$ cat src/rtl/hazard_pkg.sv
// Shared types and constants for the pipeline hazard/forwarding controller.
// Latency: n/a (types, constants and pure helper functions only).
// Backpressure: n/a.
package hazard_pkg;

    localparam int REG_W  = 5;
    localparam int TNEW_W = 2;

    // Forward-mux select codes; 4, 6 and 7 are never driven.
    localparam logic [2:0] FWD_OWN    = 3'd0;  // own pipeline / regfile value
    localparam logic [2:0] FWD_M_ALU  = 3'd1;  // M-stage ALU result
    localparam logic [2:0] FWD_W_LINK = 3'd2;  // W-stage PC4_W+8
    localparam logic [2:0] FWD_W_DATA = 3'd3;  // W-stage write data
    localparam logic [2:0] FWD_M_LINK = 3'd5;  // M-stage PC4_M+8

    localparam logic [1:0] KIND_ALU  = 2'd0;
    localparam logic [1:0] KIND_MEM  = 2'd1;
    localparam logic [1:0] KIND_LINK = 2'd2;

    typedef struct packed {
        logic              valid;
        logic [REG_W-1:0]  dst;
        logic [TNEW_W-1:0] tnew;
        logic [1:0]        kind;
    } entry_t;

    // A producer matches a register only if it really writes it; $0 never matches.
    function automatic logic hit(input entry_t e, input logic [REG_W-1:0] r);
        return e.valid && (e.dst != '0) && (e.dst == r);
    endfunction

    // Entry as seen one stage later: tnew counts down and saturates at 0.
    function automatic entry_t age(input entry_t e);
        entry_t a;
        a = e;
        if (a.tnew != '0) begin
            a.tnew = a.tnew - TNEW_W'(1);
        end
        return a;
    endfunction

endpackage

$ cat src/rtl/fwd_pick.sv
// Forward-source priority selector for one consumer operand (M beats W).
// Latency: purely combinational.
// Backpressure: none; the stall decision is made elsewhere.
//
// Ports: src   - consumer register index
//        m_ent - producer entry in M (tie to zero for W-only consumers)
//        w_ent - producer entry in W
//        sel   - forward-mux select code
module fwd_pick
    import hazard_pkg::*;
(
    input  logic [REG_W-1:0] src,
    input  entry_t           m_ent,
    input  entry_t           w_ent,
    output logic [2:0]       sel
);

    // W results are always final, so W's tnew carries no information here.
    logic unused_w_tnew;
    assign unused_w_tnew = &{1'b0, w_ent.tnew};

    always_comb begin
        sel = FWD_OWN;
        if (hit(m_ent, src)) begin
            // The youngest match shadows W even when it is not ready yet;
            // a load in M is never a source (its data only exists in W).
            if (m_ent.tnew == '0) begin
                if (m_ent.kind == KIND_ALU) begin
                    sel = FWD_M_ALU;
                end else if (m_ent.kind == KIND_LINK) begin
                    sel = FWD_M_LINK;
                end
            end
        end else if (hit(w_ent, src)) begin
            sel = (w_ent.kind == KIND_LINK) ? FWD_W_LINK : FWD_W_DATA;
        end
    end

endmodule

$ cat src/rtl/hazard_fwd_unit.sv
// Pipeline scoreboard for E/M/W producers: stall request and forward-mux selects.
// Latency: outputs combinational from state and D inputs; stall acts at next edge.
// Backpressure: stall freezes PC and F/D and injects a bubble into E.
//
// Ports: clk, rst_n (async active-low)
//        rs_d/rt_d, tuse_rs_d/tuse_rt_d - D-stage sources and their use times
//        dst_d, tnew_d, kind_d          - D-stage destination, result timing and kind
//        stall                          - hold F/D, bubble into E
//        fwd_rs_d/fwd_rt_d, fwd_rs_e/fwd_rt_e, fwd_rt_m - forward selects
module hazard_fwd_unit #(
    parameter int REG_AW = 5,
    parameter int TW     = 2
) (
    input  logic              clk,
    input  logic              rst_n,
    input  logic [REG_AW-1:0] rs_d,
    input  logic [REG_AW-1:0] rt_d,
    input  logic [TW-1:0]     tuse_rs_d,
    input  logic [TW-1:0]     tuse_rt_d,
    input  logic [REG_AW-1:0] dst_d,
    input  logic [TW-1:0]     tnew_d,
    input  logic [1:0]        kind_d,
    output logic              stall,
    output logic [2:0]        fwd_rs_d,
    output logic [2:0]        fwd_rt_d,
    output logic [2:0]        fwd_rs_e,
    output logic [2:0]        fwd_rt_e,
    output logic [2:0]        fwd_rt_m
);
    import hazard_pkg::*;

    entry_t           e_q, m_q, w_q;
    logic [REG_W-1:0] rs_e_q, rt_e_q, rt_m_q;
    entry_t           e_new;
    entry_t           no_ent;

    assign no_ent = '0;

    // Nothing forwards out of E, so a result is at best usable one cycle after entry.
    always_comb begin
        e_new       = '0;
        e_new.valid = 1'b1;
        e_new.dst   = REG_W'(dst_d);
        e_new.tnew  = (tnew_d == '0) ? TNEW_W'(1) : TNEW_W'(tnew_d);
        e_new.kind  = kind_d;
    end

    always_ff @(posedge clk or negedge rst_n) begin
        if (!rst_n) begin
            e_q    <= '0;
            m_q    <= '0;
            w_q    <= '0;
            rs_e_q <= '0;
            rt_e_q <= '0;
            rt_m_q <= '0;
        end else begin
            m_q    <= age(e_q);
            w_q    <= age(m_q);
            rt_m_q <= rt_e_q;
            if (stall) begin
                e_q    <= '0;
                rs_e_q <= '0;
                rt_e_q <= '0;
            end else begin
                e_q    <= e_new;
                rs_e_q <= REG_W'(rs_d);
                rt_e_q <= REG_W'(rt_d);
            end
        end
    end

    // Only the youngest matching producer counts: if E matches, M's copy is stale.
    function automatic logic must_wait(input entry_t e, input entry_t m,
                                       input logic [REG_W-1:0] r,
                                       input logic [TNEW_W-1:0] tuse);
        if (hit(e, r)) begin
            return e.tnew > tuse;
        end
        if (hit(m, r)) begin
            return m.tnew > tuse;
        end
        return 1'b0;
    endfunction

    assign stall = must_wait(e_q, m_q, REG_W'(rs_d), TNEW_W'(tuse_rs_d))
                 | must_wait(e_q, m_q, REG_W'(rt_d), TNEW_W'(tuse_rt_d));

    logic [2:0] pick_rs_d, pick_rt_d;

    fwd_pick u_pick_rs_d (.src(REG_W'(rs_d)), .m_ent(m_q), .w_ent(w_q), .sel(pick_rs_d));
    fwd_pick u_pick_rt_d (.src(REG_W'(rt_d)), .m_ent(m_q), .w_ent(w_q), .sel(pick_rt_d));
    fwd_pick u_pick_rs_e (.src(rs_e_q),       .m_ent(m_q), .w_ent(w_q), .sel(fwd_rs_e));
    fwd_pick u_pick_rt_e (.src(rt_e_q),       .m_ent(m_q), .w_ent(w_q), .sel(fwd_rt_e));
    fwd_pick u_pick_rt_m (.src(rt_m_q),       .m_ent(no_ent), .w_ent(w_q), .sel(fwd_rt_m));

    // A producer still in E shadows older M/W copies; the stall covers that case.
    assign fwd_rs_d = hit(e_q, REG_W'(rs_d)) ? FWD_OWN : pick_rs_d;
    assign fwd_rt_d = hit(e_q, REG_W'(rt_d)) ? FWD_OWN : pick_rt_d;

endmodule

$ cat config.mk
export PLATFORM = sky130hd
export DESIGN_NAME = hazard_fwd_unit
export DESIGN_NICKNAME = d
export VERILOG_FILES = /design/src/rtl/hazard_pkg.sv /design/src/rtl/fwd_pick.sv /design/src/rtl/hazard_fwd_unit.sv
export SDC_FILE = /design/constraint.sdc
export NUM_CORES = 1
export LEC_CHECK = 0
export ABC_AREA = 1
export CAP_MARGIN = 40
export CORE_MARGIN = 1
export CORE_UTILIZATION = 35
export CTS_CLUSTER_SIZE = 40
export DETAILED_ROUTE_END_ITERATION = 16
export PLACE_DENSITY = 0.57
export SLEW_MARGIN = 0
export SYNTH_ARGS = -nofsm -noshare
export SYNTH_HDL_FRONTEND = slang
export SYNTH_SLANG_ARGS = --single-unit
export TNS_END_PERCENT = 20
$ cat constraint.sdc
create_clock -name clk -period 2.1 [get_ports clk]
set_input_delay 0.315 -clock clk [delete_from_list [all_inputs] [get_ports clk]]
set_output_delay 0.315 -clock clk [all_outputs]
set_load 0.01 [all_outputs]
# ---- After elaboration in Yosys (flattened, before gate mapping)
# Index checks and enable logic that the tools add are counted.
# W data, S select, Z words.
dict set report word_totals {
  output_inout_bits 16
  word_cells 88
  register_bits 43
  input_bits 25
}
dict set report classes {
  addsub 1
  n_mux 34
  n_eq_ne 13
  reduce_logical 21
  order_cmp 4
  bitwise_logic 1
}
# op count
set ops {}
lappend ops {{$eq A5 B5 Y1} 11}
lappend ops {{$mux W3} 11}
lappend ops {{$mux W1} 15}
lappend ops {{$reduce_bool A5 Y1} 3}
lappend ops {{$logic_and A1 B1 Y1} 14}
lappend ops {{$mux W10} 1}
lappend ops {{$mux W2} 5}
lappend ops {{$mux W5} 2}
lappend ops {{$gt A2 B2 Y1} 4}
lappend ops {{$logic_not A2 Y1} 3}
lappend ops {{$eq A2 B2 Y1 const B} 2}
lappend ops {{$reduce_bool A2 Y1} 1}
lappend ops {{$sub A2 B1 Y2 const B} 1}
lappend ops {{$or A1 B1 Y1} 1}

# ---- Logic depth before layout (Yosys ltp)
dict set report logic_depth {
  depth_word 9
  depth_mapped 12
  ltp_nobuf 11
}

# ---- Hierarchy
# A second synthesis with hierarchy kept.
dict set report unflattened {
  cells_unflattened 561
  hier_area_um2 3483.3
}
# mod seq_area_each_um2 n_inst cells_per_inst area_per_inst_um2
set by_module_without_submodules {}
lappend by_module_without_submodules {hazard_fwd_unit 1126.1 1 231 2044.5}
lappend by_module_without_submodules {fwd_pick 0.0 5 66 287.8}

# ---- Least setup slack after synthesis
# OpenSTA, ideal clock, no wires.
dict set report synth_path {
  kind {register to output}
  from {register m_q[5] (netlist bit)}
  to {output port fwd_rs_d[0]}
  slack_ns 0.433
  arrival_time_ns 1.352
  stages_incl_launch_ff 11
  required_ns 1.785
  path_buffers 1
  path_cell_list {dfrtp_1 buf_4 nor2_2 nand3_2 nand2_4 inv_2 nand3_1 nand3_1 nor2_1 nand2_1 nand2_1}
}
dict set report synth_via {
  elab_chain_cells 5
  elab_cells_between_ends 6
  classes_between {eq/ne (1); mux (2); reduce/logical (3)}
}
# item line_no
set synth_lines {}
lappend synth_lines {{start, declared} hazard_fwd_unit.sv:32} ;# entry_t e_q, m_q, w_q;
lappend synth_lines {{start signal, assigned} hazard_fwd_unit.sv:57} ;# m_q <= age(e_q);
lappend synth_lines {{$reduce_bool A5 Y1} hazard_pkg.sv:29} ;# return e.valid && (e.dst != '0) && (e.dst == r);
lappend synth_lines {{$logic_and A1 B1 Y1} hazard_pkg.sv:29}
lappend synth_lines {{$logic_and A1 B1 Y1 *} hazard_pkg.sv:29}
lappend synth_lines {{$mux W3 *} fwd_pick.sv:24} ;# if (hit(m_ent, src)) begin
lappend synth_lines {{$mux W3 *} hazard_fwd_unit.sv:97} ;# assign fwd_rs_d = hit(e_q, REG_W'(rs_d)) ? FWD_OWN : pick_rs_d;
lappend synth_lines {{end, declared} hazard_fwd_unit.sv:24} ;# output logic [2:0] fwd_rs_d,
# Every way passes the cells marked *; elsewhere a longest branch is shown, timed or not.

# ---- Worst setup path after layout
dict set report layout_path {
  from {input port rs_d[3]}
  to {output port fwd_rs_d[0]}
}
dict set report layout_via {
  elab_chain_cells 5
  elab_cells_between_ends 9
  classes_between {eq/ne (3); mux (3); reduce/logical (3)}
}
# item line_no
set layout_lines {}
lappend layout_lines {{start, declared} hazard_fwd_unit.sv:16} ;# input logic [REG_AW-1:0] rs_d,
lappend layout_lines {{$eq A5 B5 Y1} hazard_pkg.sv:29}
lappend layout_lines {{$logic_and A1 B1 Y1} hazard_pkg.sv:29}
lappend layout_lines {{$mux W3} fwd_pick.sv:34} ;# end else if (hit(w_ent, src)) begin
lappend layout_lines {{$mux W3} fwd_pick.sv:24}
lappend layout_lines {{$mux W3 *} hazard_fwd_unit.sv:97}
# Marks and branches as above.

==> reports/summary.txt <==
outcome = finished with violations
failing checks = negative setup slack
Num CTS Buffers = 5
f_max = 471 MHz
Yosys top cell by area = dfrtp_1
FF/Latch Area = 1090 µm²
Hold Path Class = reg2reg
Root Buffer = clkbuf_8
number of clock sinks = 43
Layout Cells excl Fill = 477
via/cell ratio = 4.37
Final HPWL DP = 4430 µm
Syn. warnings = 0
Tmin final = 2.12 ns
pre-CTS WS = -0.449 ns
worst-path fanout max = 4
PwrDens = 646 nW/µm²
first-pass GRT wire length = 10000 µm
area grow syn2layout = 36.6%
vias in the first global route = 2159
final setup fails = 2
period utilization = 1.01
core area = 7210 µm²
boundary pin count = 41
setup ws final = -0.0238 ns
Clk pin slew, worst setup/hold paths = 0.08 ns
number of fillers in the final layout = 736
drt wl/cell = 12.5 µm
initial antenna violation count = 0
Crit path buffers/inverters = 3
crit-path max cell delay = 0.52 ns
post-synth net total = 338
CTS tree = yes
Worst-Skew Late Latency = 0.29 ns
TritonRoute pass-1 iters = 4
n_diodes = 0
Clock Skew = 0.00631 ns
Final Wtd Congestion = 0.795
final hold vios = 0
GRT Util Overall = 0.173
initial DRC count = 80
Synth cell types = 30
footprint of the multi-input gates = 1430 µm²
Area contributors post-synth = dfrtp_1 41%, xnor2_1 8.1%, nand2_1 7.9%, xor2_1 6.4%, inv_1 5.8%
Synth top area share = 0.413
CP Launch Type = input pin
IR drop worst, VDD = 0.000284 V
cells after synthesis = 305
H-tree Lvls = 2
arrival time worst endpoint = 1.81 ns
Max Cap Viol = 0
DRT antenna net count = 0
largest net degree at the start of global routing = 21
P_leak = 1.75 nW
Net count, final = 411
detailed-route via count = 2084
Seq cells post-synth = 43
Die W = 88.3 µm
aggregate global routing overflow = 0
slowest stage cell, crit path = clkdlybuf4s50_1
syn_area_per_cell = 8.55 µm²
share of cells above drive strength 1 = 0.389
Worst EP required = 1.78 ns
die height = 88.3 µm
clock buffer depth = 2
starting density of the core = 0.361
Crit. End Element = output pin
DP Cell Count = 455
Crit path max-delay family = buffers and inverters
cell row count = 31
crit path cell chain = clkdlybuf4s50_1 > xor2_1 > nor2_1 > nand3_2 > nand3b_1 > buf_4 > nand2_1 > buf_2
die area = 7800 µm²
synthesized cell area = 2610 µm²
final WL = 5940 µm
RSZ-0062 raised after global routing = true
DRC viols = 0
I/O Buffers = 39
crit path kind = in2out
Slew Viols, Final = 0
sequential area share after synthesis = 0.413
state kept, by name (all words and copies together) (netlist names):
| name | flops |
|---|---|
| rt_e_q | 5 |
| rt_m_q | 5 |
| e_q | 10 |
| rs_e_q | 5 |
| m_q | 10 |
| w_q | 8 |
cells in the mapped netlist, drive strengths merged:
| master | number |
|---|---|
| xor2 | 19 |
| nand3b | 1 |
| a22oi | 1 |
| a21oi | 4 |
| xnor2 | 24 |
| conb | 1 |
| nand3 | 12 |
| nand2 | 58 |
| nor3 | 5 |
| inv | 50 |
| o21ai | 4 |
| nor2 | 51 |
| nor4 | 3 |
| nand4 | 7 |
| dfrtp | 43 |
| ha | 8 |
| buf | 13 |
| nor2b | 1 |
routing by layer:
metal	track usage	part of all wire	vias to the layer above
li1	-	-	1060
met1	0.210	0.42	971
met2	0.313	0.53	45
met3	0.0280	0.034	8
met4	0.0543	0.015	0
met5	0	0	-
area by class of cell:
cell class,instances,area share
Inverter,50,0.0527
Sequential cell,43,0.305
Clock buffer,6,0.0204
Clock inverter,1,0.00843
Timing Repair Buffer,79,0.177
Multi-Input combinational cell,199,0.401
Tap cell,99,0.0348
through the flow:
step / hold slack [ns] / setup TNS [ns] / area, µm² / power (W) / util
CTS: 0.357 / -0.111 / 3500 / 0.00229 / 0.485
global route: 0.375 / -0.951 / 3560 / 0.00245 / 0.494
floorplan: 0.0194 / 0 / 2610 / 0.00138 / -
global placement: 0.250 / -4.97 / 3200 / 0.00157 / 0.443
finish: 0.353 / -0.0313 / 3560 / 0.00230 / 0.494
detailed placement: 0.253 / -5.62 / 3200 / 0.00159 / 0.443
timing repair:
action / 4_1_cts / 5_1_grt
hold buffers: 1 / 0
gates cloned: 0 / 0
gates resized for setup: 89 / 24
pin swaps: 18 / 5
endpoints found under the setup margin: 15 / 15
endpoints found under the hold margin: 14 / 0
buffers inserted: 12 / 2
report_power, final:
group | total, W | switching [W] | internal (W) | leakage, nW
registers | 0.00102 | 0.000107 | 0.000911 | 0.491
clock network | 0.000612 | 0.000264 | 0.000349 | 0.0513
logic | 0.000669 | 0.000338 | 0.000330 | 1.21
total | 0.00230 | 0.000709 | 0.00159 | 1.75
cells by family (layout without fill, tap and decap cells):
kind of cell               Yosys count  after routing  share of synthesized area
adders and majority gates            8              8                     0.0384
DFF                                 43             43                      0.413
and+or+nand+nor                    138            138                      0.264
xor gates and xnor gates            43             43                      0.145
buffers and inverters               63            136                      0.112
other                                1              1                    0.00144
AOI/OAI and AO/OA                    9              9                     0.0269
worst register-to-register path, cell delays in order (launching register included):
cell	delay, ns
dfrtp_1	0.46
ha_4	0.30
nand2_1	0.06
a22oi_2	0.14
nand4_1	0.12
nand2_1	0.08
nand2_1	0.07
nand2_2	0.08
buf_4	0.32
nor2_1	0.08
worst paths after layout:
check	from	end	cells past startpoint	slack, ns
worst max-delay path	rs_d[3]	fwd_rs_d[0]	8	-0.02
min in group asynchronous	rst_n	rt_m_q[1]	2	0.47
worst max register to register	m_q[3]	rs_e_q[4]	9	0.29
max in group asynchronous	rst_n	m_q[7]	3	1.08
worst min-delay path	e_q[0]	m_q[0]	0	0.35
worst min register to register	e_q[0]	m_q[0]	0	0.35
cell usage in the layout, fill, tap and decap left out, drive strengths merged:
master and n:
a21oi 4, nand3 12, dlygate4sd2 9, ha 8, nand2 58, nor4 3
nand3b 1, o21ai 4, nor3 5, buf 51, clkdlybuf4s50 14, clkdlybuf4s15 1
a22oi 1, dfrtp 43, inv 50, xnor2 24, nor2 51, nor2b 1
xor2 19, bufinv 1, nand4 7, clkbuf 9, conb 1, dlygate4sd3 1
No activity file was read; power rests on OpenSTA's default activity.
